$ cat config.mk
export PLATFORM = sky130hd
export DESIGN_NAME = multicycle_sequencer
export DESIGN_NICKNAME = d
export VERILOG_FILES = /design/src/rtl/multicycle_sequencer_pkg.sv /design/src/rtl/multicycle_sequencer_seq_wait_timer.sv /design/src/rtl/multicycle_sequencer.sv
export SDC_FILE = /design/constraint.sdc
export NUM_CORES = 1
export LEC_CHECK = 0
export CAP_MARGIN = 15
export CORE_MARGIN = 1
export CORE_UTILIZATION = 44
export DETAILED_ROUTE_END_ITERATION = 7
export PLACE_DENSITY = 0.84
export SKIP_LAST_GASP = 1
export SLEW_MARGIN = 30
export SYNTH_ARGS = -nofsm -noshare
export SYNTH_HDL_FRONTEND = slang
export SYNTH_HIERARCHICAL = 1
export SYNTH_SLANG_ARGS = --single-unit
export TNS_END_PERCENT = 30
$ cat constraint.sdc
create_clock -name clk -period 2.45 [get_ports clk]
set_clock_uncertainty 0.05 [all_clocks]
set_input_delay 0.245 -clock clk [delete_from_list [all_inputs] [get_ports clk]]
set_output_delay 0.245 -clock clk [all_outputs]
set_load 0.005 [all_outputs]
$ cat src/rtl/multicycle_sequencer_pkg.sv
// Shared definitions for the multi-cycle sequencer: state encodings,
// PC source codes and the instruction fields the sequencer inspects.
package multicycle_sequencer_pkg;

    // Sequencer states; the numeric values are visible on the debug port.
    typedef enum logic [2:0] {
        ST_IDLE   = 3'd0,
        ST_FETCH  = 3'd1,
        ST_DECODE = 3'd2,
        ST_EXEC   = 3'd3,
        ST_MEM    = 3'd4,
        ST_WB     = 3'd5,
        ST_FAULT  = 3'd6
    } state_t;

    // PC next-value selection.
    localparam logic [1:0] PC_INC = 2'b00;
    localparam logic [1:0] PC_BR  = 2'b01;
    localparam logic [1:0] PC_JMP = 2'b10;

    // Opcode shared by loads, stores and memory-indirect jumps.
    localparam logic [3:0] OP_MEM = 4'b0100;

    // Instruction bit positions: mem_jmp marks the jump form of OP_MEM,
    // st_ld picks store (1) or load (0).
    localparam int unsigned MEM_JMP_BIT = 7;
    localparam int unsigned ST_LD_BIT   = 6;

    // True when the instruction needs a data-memory access.
    function automatic logic is_mem_op(input logic [15:0] ir);
        return (ir[15:12] == OP_MEM) && !ir[MEM_JMP_BIT];
    endfunction

    // True when a memory instruction is a store.
    function automatic logic is_store(input logic [15:0] ir);
        return ir[ST_LD_BIT];
    endfunction

endpackage

$ cat src/rtl/multicycle_sequencer_seq_wait_timer.sv
// Memory wait timer: counts cycles spent waiting for mem_ready and flags a
// timeout once the count reaches WAIT_LIMIT with the memory still not ready.
module seq_wait_timer #(
    parameter int unsigned WAIT_LIMIT = 15
) (
    input  logic clk,
    input  logic rst_n,
    input  logic clear,
    input  logic enable,
    input  logic ready,
    output logic timeout
);

    localparam logic [7:0] LIMIT = 8'(WAIT_LIMIT);

    logic [7:0] cnt_q;

    // Wait counter: cleared on state transitions, counts stalled cycles and
    // never runs past the limit.
    always_ff @(posedge clk) begin
        if (!rst_n) begin
            cnt_q <= '0;
        end else if (clear) begin
            cnt_q <= '0;
        end else if (enable && !ready && (cnt_q != LIMIT)) begin
            cnt_q <= cnt_q + 8'd1;
        end
    end

    // A ready in the limit cycle wins over the timeout.
    assign timeout = enable && !ready && (cnt_q == LIMIT);

endmodule

$ cat src/rtl/multicycle_sequencer.sv
// Multi-cycle FETCH/DECODE/EXEC/MEM/WB sequencer for the 16-bit processor.
// Owns the control FSM, strobe decode, retire counter and sticky fault flag.
//
// Memory handshake: mem_req is held high for the whole FETCH or MEM state;
// the memory completes the request in the first cycle it drives mem_ready
// high while mem_req is high, and the sequencer leaves the state on that
// edge. mem_we is meaningful only while mem_req is high. If mem_ready has
// not arrived by the WAIT_LIMIT-th stalled cycle the sequencer parks in FAULT.
module multicycle_sequencer
    import multicycle_sequencer_pkg::*;
#(
    parameter int unsigned WAIT_LIMIT = 15,
    parameter int unsigned RET_W      = 16
) (
    input  logic             clk,
    input  logic             rst_n,
    input  logic             run,
    input  logic [15:0]      instr,
    input  logic             ctl_rwren,
    input  logic             ctl_dwren,
    input  logic             ctl_jmp,
    input  logic             ctl_branch,
    input  logic             mem_ready,
    output logic             mem_req,
    output logic             mem_we,
    output logic             mem_addr_sel,
    output logic             ir_load,
    output logic             pc_en,
    output logic [1:0]       pc_src,
    output logic             rf_we,
    output logic [2:0]       state,
    output logic             busy,
    output logic             fault,
    output logic [RET_W-1:0] retired
);

    state_t           state_q;
    state_t           state_d;
    logic             fault_q;
    logic [RET_W-1:0] retired_q;

    logic             mem_op;
    logic             store_op;
    logic             in_mem_phase;
    logic             wait_clear;
    logic             timeout;

    assign mem_op       = is_mem_op(instr);
    assign store_op     = is_store(instr);
    assign in_mem_phase = (state_q == ST_FETCH) || (state_q == ST_MEM);

    // Every state change restarts the wait count, which covers entry into
    // FETCH and MEM (including the direct MEM -> FETCH store path).
    assign wait_clear   = (state_d != state_q);

    seq_wait_timer #(
        .WAIT_LIMIT (WAIT_LIMIT)
    ) u_wait_timer (
        .clk     (clk),
        .rst_n   (rst_n),
        .clear   (wait_clear),
        .enable  (in_mem_phase),
        .ready   (mem_ready),
        .timeout (timeout)
    );

    // State register.
    always_ff @(posedge clk) begin
        if (!rst_n) begin
            state_q <= ST_IDLE;
        end else begin
            state_q <= state_d;
        end
    end

    // Next-state and strobe decode; write enables from the decoder are only
    // passed through in MEM (mem_we) and WB (rf_we).
    always_comb begin
        state_d      = state_q;
        mem_req      = 1'b0;
        mem_we       = 1'b0;
        mem_addr_sel = 1'b0;
        ir_load      = 1'b0;
        pc_en        = 1'b0;
        pc_src       = PC_INC;
        rf_we        = 1'b0;

        case (state_q)
            ST_IDLE: begin
                if (run) begin
                    state_d = ST_FETCH;
                end
            end

            ST_FETCH: begin
                mem_req = 1'b1;
                if (mem_ready) begin
                    ir_load = 1'b1;
                    state_d = ST_DECODE;
                end else if (timeout) begin
                    state_d = ST_FAULT;
                end
            end

            // Decoder settles on the freshly loaded IR.
            ST_DECODE: begin
                state_d = ST_EXEC;
            end

            ST_EXEC: begin
                state_d = mem_op ? ST_MEM : ST_WB;
            end

            ST_MEM: begin
                mem_req      = 1'b1;
                mem_addr_sel = 1'b1;
                mem_we       = ctl_dwren;
                if (mem_ready) begin
                    if (store_op) begin
                        // Stores have nothing to write back: retire here.
                        pc_en   = 1'b1;
                        pc_src  = PC_INC;
                        state_d = run ? ST_FETCH : ST_IDLE;
                    end else begin
                        state_d = ST_WB;
                    end
                end else if (timeout) begin
                    state_d = ST_FAULT;
                end
            end

            ST_WB: begin
                rf_we = ctl_rwren;
                pc_en = 1'b1;
                if (ctl_jmp) begin
                    pc_src = PC_JMP;
                end else if (ctl_branch) begin
                    pc_src = PC_BR;
                end else begin
                    pc_src = PC_INC;
                end
                state_d = run ? ST_FETCH : ST_IDLE;
            end

            // Parked until reset; run is ignored.
            ST_FAULT: begin
                state_d = ST_FAULT;
            end

            default: begin
                state_d = ST_IDLE;
            end
        endcase
    end

    // Sticky fault flag, raised on the edge that enters FAULT.
    always_ff @(posedge clk) begin
        if (!rst_n) begin
            fault_q <= 1'b0;
        end else if (state_d == ST_FAULT) begin
            fault_q <= 1'b1;
        end
    end

    // Retired-instruction counter: one per PC update, wrapping naturally.
    always_ff @(posedge clk) begin
        if (!rst_n) begin
            retired_q <= '0;
        end else if (pc_en) begin
            retired_q <= retired_q + 1'b1;
        end
    end

    assign state   = state_q;
    assign busy    = (state_q != ST_IDLE) && (state_q != ST_FAULT);
    assign fault   = fault_q;
    assign retired = retired_q;

endmodule

# Word-level counts from Yosys, hierarchy flattened
# Cells that the tools add are included.
[classes]
n_reduce_logical = 12
n_mux = 20
multipliers = 0
div_mod_pow = 0
n_eq_ne = 12
shifts = 0
bitwise_logic = 1
n_lt_le_gt_ge = 0
add_sub_neg = 2
[ops]
columns = ["op", "n"]
rows = [
  ["3-bit case mux with 7 select lines", 1],
  ["16-bit by 1-bit adder with 16-bit output, second input constant", 1],
  ["3-bit 2-to-1 mux", 5],
  ["3-bit equality test, second input constant", 4],
  ["1-bit 2-to-1 mux", 11],
  ["8-bit by 1-bit adder with 8-bit output, second input constant", 1],
  ["8-bit by 4-bit equality test with 1-bit output, second input constant", 1],
  ["8-bit by 4-bit inequality test with 1-bit output, second input constant", 1],
  ["3-bit by 2-bit equality test with 1-bit output, second input constant", 2],
  ["1-bit logical AND", 5],
  ["4-bit by 3-bit equality test with 1-bit output, second input constant", 1],
  ["2-bit 2-to-1 mux", 2],
  ["2-bit OR reduction", 2],
  ["3-bit by 1-bit equality test with 1-bit output, second input constant", 1],
  ["3-bit zero test", 1],
  ["3-bit inequality test", 1],
  ["3-bit inequality test, second input constant", 1],
  ["3-bit nonzero test", 1],
  ["1-bit zero test", 2],
  ["1-bit case mux with 2 select lines", 1],
  ["1-bit logical OR", 1],
  ["1-bit NOT", 1],
]
[word_totals]
register_bits = 28
output_inout_bits = 29
latch_bits = 0
mem_bits_ro = 0
ram_bits = 0
in_bits = 24
elab_cells = 51
memories = 0

# Longest topological paths before layout
[logic_depth]
depth_word = 9
depth_mapped = 12
ltp_nobuf = 11

# Hierarchy
# The synthesis kept the hierarchy.
[modules_own_cells]
columns = ["mod", "n_inst", "seq_area_each_um2", "cells_each", "area_each_um2"]
rows = [
  ["multicycle_sequencer", 1, 400.4, 131, 1078.5],
  ["seq_wait_timer", 1, 160.2, 42, 409.1],
]

# Worst setup path before layout
# No wires, ideal clock.
[synth_timing]
path_type = "register to register"
start = "register state_q[0] (netlist: state[0])"
end = "register u_wait_timer.cnt_q[4]"
t_arrival_ns = 2.086
setup_ns = 0.116
slack_ns = 0.199
t_required_ns = 2.284
period_less_slack_ns = 2.251
n_path_buf = 1
stages_incl_launch_ff = 13
cell_sequence = "dfxtp_1 > clkbuf_1 > or2b_1 > a21oi_1 > nand2b_1 > nor2_1 > o21bai_1 > a21oi_1 > o22ai_1 > nand2_1 > nand2b_2 > nor4b_2 > a31o_1"
[synth_via]
elab_chain_cells = 9
elab_cells_between_ends = 18
cone_classes = "7 x eq/ne; 5 x mux; 6 x reduce/logical"
[synth_lines]
columns = ["item", "line", "text"]
rows = [
  ["start, declared", "multicycle_sequencer.sv:37", "state_t state_q;"],
  ["start signal, assigned", "multicycle_sequencer.sv:72", "state_q <= state_d;"],
  ["3-bit by 1-bit equality test with 1-bit output or 3-bit equality test (tied branches)", "multicycle_sequencer.sv:50", "assign in_mem_phase = (state_q == ST_FETCH) || (state_q == ST_MEM);"],
  ["1-bit logical OR (*)", "multicycle_sequencer.sv:50", ""],
  ["1-bit logical AND (*) (2 in a row)", "multicycle_sequencer_seq_wait_timer.sv:31", "assign timeout = enable && !ready && (cnt_q == LIMIT);"],
  ["named net timeout", "multicycle_sequencer.sv:46", "logic timeout;"],
  ["3-bit 2-to-1 mux (*)", "multicycle_sequencer.sv:100, multicycle_sequencer.sv:127", ""],
  ["3-bit 2-to-1 mux, on equally long branches", "multicycle_sequencer.sv:118, multicycle_sequencer.sv:97", ""],
  ["3-bit case mux with 7 select lines (*)", "multicycle_sequencer.sv:88", "case (state_q)"],
  ["3-bit inequality test (*)", "multicycle_sequencer.sv:54", "assign wait_clear = (state_d != state_q);"],
  ["named net wait_clear", "multicycle_sequencer.sv:45", "logic wait_clear;"],
  ["2-bit OR reduction (no line) (*)", "--", ""],
  ["end signal, assigned", "multicycle_sequencer_seq_wait_timer.sv:26", "cnt_q <= cnt_q + 8'd1;"],
  ["end, declared", "multicycle_sequencer_seq_wait_timer.sv:16", "logic [7:0] cnt_q;"],
]
# Mark *: on every way through the listed nets, which the timed path passes. The rest lies on a longest branch.
# A chain may end at the register's enable or synchronous reset.

# Worst setup path in the final report
[layout_timing]
start = "register state_q[2] (netlist: state[2])"
end = "register u_wait_timer.cnt_q[4]"
# Same word-level chain as after synthesis.

==> qor.yml <==
place_ws_ns: 0.227
rows: 20
postCtsSetupBuffers: 0
boundaryPins: 53
worstHoldPathType: "flop to flop"
yosysTopAreaCell: "dfxtp_1"
relSlewSlack_pct: 70.8
synthSimpleGateAreaFrac_pct: 34.0
ys_top_cells_by_area: "dfxtp_1 38%, nor2_1 5.3%, a21oi_1 3.7%, xor2_1 3.5%, nand2_1 3.0%"
crit_start: "state[2]"
clockRootBuffer: "clkbuf_4"
routabilityCongestion: 0.809
cts_hold_buf: 0
cts_buffers: 3
tns_ns: 0
synth_compound_area_share_pct: 14.6
wirelength_mm: 3.24
n_antenna_cell: 0
cap_viol_max_count: 0
drv_slew: 0
finalSetupViolCount: 0
end_kind: "flop"
timing.final.crit_share_pct: 92.2
antenna_found_initial: 0
vias_per_cell: 5.42
drtPass1Iterations: 4
cts.repair.resized: 0
cts_sinks: 28
total_leakage_power_nw: 0.755
status: "finished, final reports clean"
clkLatencyLatePin_ns: 0.34
area_growth_pct: 37.2
syn-num-nets: 199
grt_pass1_wl_mm: 5.49
reg2reg_from: "state[2]"
worst_slew_pin_slew_ns: 0.432
power_density_nw_per_um2: 449
worstRegToRegCells: 11
power_uw: 916
die_x_um: 60.1
synthCells: 173
crit_fanout: 4
setup_ws_ns: 0.190
ys_ff_latch: 28
synth_top_family_by_area: "simple AND/OR/NAND/NOR gates"
fmax_mhz: 443
crit_arrival_ns: 2.46
hpwl_mm: 2.44
rrSetupSlack_ns: 0.19
htreeDepth: 1
core_sq_um: 3130
portBuffers: 42
crit_path_end: "u_wait_timer/cnt_q[4]"
period_needed_ns: 2.26
drtAntennaViolNets: 0
placed_area_sq_um: 1990
synth_top_area_share_pct: 37.7
crit_required_ns: 2.65
route.detailed.drc: 0
cts_tree: "yes"
clk_pin_slew_worst_paths_ns: 0.16
start_kind: "flop"
grt_start_max_net_pins: 17
grt_util_all_layers_pct: 20.0
yosys_warnings: 6
synthXorXnorAreaFrac_pct: 6.48
rsz0062_at_grt: "no"
die_h_um: 60.1
peakVddDrop_mv: 0.219
start_util_pct: 47.6
grt_pass1_vias: 1311
criticalPathCategory: "flop to flop"
final-hold-violation-count: 0
synth_mux_area_share_pct: 2.69
wl_per_cell_um: 12.3
grt_overflow: 0
hold_ws_ns: 0.447
worstReg2RegEnd: "u_wait_timer/cnt_q[4]"
drive_gt1_share_pct: 8.64
die_area_sq_um: 3620
via_count: 1430
synth_seq_area_share_pct: 37.7
num-nets-final: 247
postLayoutCellArea_sq_um: 2040
cts_max_path_buffers: 2
synth_area_sq_um: 1490
drt_iter0_drc: 21
ys_types: 52
synth_area_per_cell_sq_um: 8.60
synth_adder_area_share_pct: 1.68
[cells in the final DEF, fill, tap and decap left out, types with 3 or more instances in the layout]
cell / Yosys / routed
a21oi_1: 11 / 11
and3_1: 4 / 4
and4b_1: 4 / 4
buf_4: 1 / 7
clkbuf_4: 0 / 3
clkdlybuf4s50_1: 0 / 42
dfxtp_1: 28 / 28
inv_1: 3 / 3
mux2i_1: 4 / 4
nand2_1: 12 / 12
nand2b_1: 5 / 5
nand3b_1: 3 / 3
nand4_1: 5 / 5
nor2_1: 21 / 21
nor3_1: 4 / 4
o21ai_0: 7 / 7
or3_1: 5 / 5
xnor2_1: 5 / 5
xor2_1: 6 / 6
[layout make-up]
cell class / instances / area, sq um
Fill cell: 260 / 1090
Timing Repair Buffer: 49 / 473
Multi-Input combinational cell: 135 / 885
Clock buffer: 3 / 22.5
Inverter: 4 / 15.0
Clock inverter: 1 / 30.0
Sequential cell: 28 / 561
Tap cell: 44 / 55.1
[sequential cells by signal, indices dropped and copies added (netlist names)]
signal              count
retired                16
u_wait_timer/cnt_q      8
fault                   1
state                   3
[critical path: stages (launching register included)]
cell and delay (ns):
dfxtp_1 0.39, or2b_1 0.27, a21oi_1 0.26, nand2b_1 0.15, nor2_1 0.23, o21bai_1 0.15
a21oi_1 0.14, o22ai_1 0.08, nand2_1 0.08, nand2b_2 0.13, nor4b_2 0.05, a31o_1 0.18
[report_power, final]
| group | switching, mW | internal [mW] | total (mW) |
|---|---|---|---|
| combinational | 0.0627 | 0.0752 | 0.138 |
| sequential | 0.00689 | 0.461 | 0.468 |
| clock | 0.145 | 0.166 | 0.310 |
| total | 0.214 | 0.702 | 0.916 |
[synth_stat cells (all sizes together)]
cell / instances
dfxtp: 28
nor2: 21
a21oi: 12
nand2: 12
o21ai: 8
nand2b: 6
xor2: 6
nand4: 5
or3: 5
xnor2: 5
and3: 4
and4b: 4
clkbuf: 4
mux2i: 4
nor3: 4
inv: 3
nand3: 3
nand3b: 3
nor4b: 3
a31oi: 2
and2: 2
and2b: 2
buf: 2
ha: 2
o21bai: 2
o22ai: 2
or4: 2
a211oi: 1
a21o: 1
a31o: 1
a32oi: 1
and4: 1
and4bb: 1
clkinv: 1
nand4bb: 1
nor2b: 1
nor4: 1
nor4bb: 1
o211a: 1
o22a: 1
o31a: 1
o31ai: 1
or2: 1
or2b: 1
[kinds of logic after synthesis]
logic type / count (synthesis)
muxes: 4
DFF: 28
and+or+nand+nor: 84
xor gates and xnor gates: 11
AOI/OAI and AO/OA: 34
adders and majority gates: 2
buffers and inverters: 10
[routing by layer]
metal	GRT usage [%]	vias to the layer above	share of wire (%)
met5	0	-	0
met4	9.30	0	1.8
met3	1.30	5	3.0
met2	31.1	36	44
met1	27.9	666	51
li1	-	723	-
[worst min path at each step]
stage	slack (ns)	depth (start not counted)	end	startpoint
2_1_floorplan	0.35	2	state[0]	run
3_3_place_gp	0.42	2	fault	fault
3_5_place_dp	0.42	2	fault	fault
4_1_cts	0.45	2	retired[15]	retired[15]
5_1_grt	0.48	2	retired[13]	retired[13]
6_report	0.45	2	retired[15]	retired[15]
[metrics by stage]
step / std cells / util, %
final: 264 / 65.2
after global routing: 264 / 65.2
after CTS: 264 / 65.2
after detailed placement: 260 / 63.6
after global placement: 260 / 63.6
after floorplan: 173 / -
Power figures use the tool's default switching activity.
==> RTL change (config.mk and constraints unchanged) <==
`RET_W`: 16 -> 32.
--- a/src/rtl/multicycle_sequencer.sv
+++ b/src/rtl/multicycle_sequencer.sv
@@ -11,5 +11,5 @@
 #(
     parameter int unsigned WAIT_LIMIT = 15,
-    parameter int unsigned RET_W      = 16
+    parameter int unsigned RET_W      = 32
 ) (
     input  logic             clk,
Ports: changed (resized retired); port bits go from 53 to 69. No check against the original RTL was run, so the function may have changed too.
==> RTL change against the unedited design <==
Combinational power is 88% higher. Power rose by 61%. Sequential cell count up 16. Synthesized area is 49% higher. Die area rose by 47%. Design area rose by 47%. Worst setup slack improved by 0.033 ns. Routed wire length rose by 56%. Clock power is 52% higher. Count of clock-buffer cells in the layout increased by 5. Highest routed layer unchanged.
==> RTL change: results (changes against the unedited design) <==
stage;metric;value;unit;change
worst_setup_path;worst path arrival time;1.93;ns;-0.53 ns
cts;clk buf depth;2;;unchanged
global_routing;largest net degree at the start of global routing;30;;+13
synthesis;Post-Synth Adder-Cell Area;1.13;%;-0.55 points
global_routing;initial antenna violation count;0;;unchanged
synthesis;sequential area share after synthesis;39.7;%;+2.1 points
detailed_routing;wire per inst;13.0;um;+5.9%
cts;Clk Latency, worst-skew pair;0.30;ns;-0.04 ns
detailed_routing;DRT Pass-1 Iters;4;;unchanged
power;worst-case vdd ir drop;358;uV;+64%
synthesis;synth warn;6;;unchanged
placed_design;post-DP HPWL;3590;um;+47%
timing;Worst-Margin Slew;0.444;ns;+0.0119 ns
detailed_routing;initial drt markers;98;;+370%
finish;final non-filler cell total;390;;+48%
cts;post-CTS resize count;0;;unchanged
placed_design;RD Place Congestion;0.763;;-5.6%
synthesis;post-synth net total;285;;+43%
power;P_clk;0.471;mW;+52%
synthesis;Yosys cell types;48;;-7.7%
placed_design;# placed instances;382;;+47%
cts;post-CTS setup buffers;0;;unchanged
global_routing;Tot GR Track Use;20.6;%;+0.67 points
synthesis;Post-synth top cells;dfxtp_1, nor2_1, xor2_1;;
cts;TritonCTS buffer count;5;;+2
finish;# nets final;348;;+41%
finish;max FFs per register;32;;+16
finish;share of layout cells above drive strength 1;7.74;%;-0.90 points
global_routing;vias in the first global route;1890;;+44%
synthesis;Synth Flop Type;dfxtp_1;;
worst_setup_path;CP max FO;12;;+8
synthesis;ys async rst share;0;%;unchanged
power;P_seq;0.745;mW;+59%
outcome;status;finished clean;;
power;switching power total;0.382;mW;+78%
synthesis;mux contribution to synthesized area;0.451;%;-2.2 points
global_routing;first-pass GRT wire length;8600;um;+57%
cts;H-tree lvl count;2;;+1
synthesis;xor/xnor share of the synthesized area;12.2;%;+5.8 points
synthesis;synth top area cells;dfxtp_1, xor2_1, nor2_1;;
power;Final Total Pwr;1.48;mW;+61%
placed_design;IO Port Bufs;58;;+38%
power;Leak;1.07;nW;+42%
synthesis;Syn Inst Count;259;;+50%
cts;clk root buf;clkbuf_8;;
detailed_routing;Via Count;2074;;+45%
synthesis;EDFF count, synth;0;;unchanged
worst_hold_path;class of the worst hold path;reg2reg;;
synthesis;compound-gate portion of the synthesized area;9.93;%;-4.7 points
cts;Worst-path clk slew;0.08;ns;-0.08 ns
==> RTL change: cell type report <==
cell class                      count  area, um2
Clock buffer                        8       90.1
Timing Repair Buffer               67        661
Multi-Input combinational cell    199       1260
Fill cell                         410       1790
Tap cell                           67       83.8
Sequential cell                    44        881
Inverter                            5       18.8
==> RTL change: cell families after synthesis <==
group                      after synthesis
DFF                                     44
xor gates and xnor gates                31
adders and majority gates                2
muxes                                    1
buffers and inverters                   16
AOI/OAI and AO/OA                       34
and+or+nand+nor                        131
==> RTL change: metal layers <==
layer | GRT usage [%] | vias up | part of all wire, %
li1 | - | 1033 | -
met2 | 34.0 | 69 | 47
met5 | 0 | - | 0
met3 | 6.08 | 7 | 7.1
met4 | 6.54 | 0 | 1.1
met1 | 25.9 | 965 | 44
==> RTL change: path summary, 6_finish.rpt <==
kind / from / to / slack, ns / cells after the start
worst max register to register: u_wait_timer/cnt_q[0]$_SDFFE_PP0P_ / u_wait_timer/cnt_q[4]$_SDFFE_PP0P_ / 0.29 / 11
worst min register to register: fault$_SDFFE_PN0N_ / fault$_SDFFE_PN0N_ / 0.45 / 2
worst min-delay path: fault$_SDFFE_PN0N_ / fault$_SDFFE_PN0N_ / 0.45 / 2
worst max-delay path: state[1]$_SDFF_PN0_ / pc_en / 0.22 / 3
==> RTL change: through the flow <==
step / area (um2) / worst slack, ns / hold slack, ns
finish: 3000 / 0.223 / 0.450
global route: 3000 / 0.0741 / 0.465
CTS: 3000 / 0.207 / 0.447
detailed placement: 2910 / 0.216 / 0.435
global placement: 2910 / 0.245 / 0.417
floorplan: 2220 / 0.0476 / 0.317
==> RTL change: critical path, cell delays in order, from the launching register on <==
cell             delay [ns]
dfxtp_1                0.42
nand2b_1               0.35
nor2_1                 0.30
clkdlybuf4s50_1        0.55
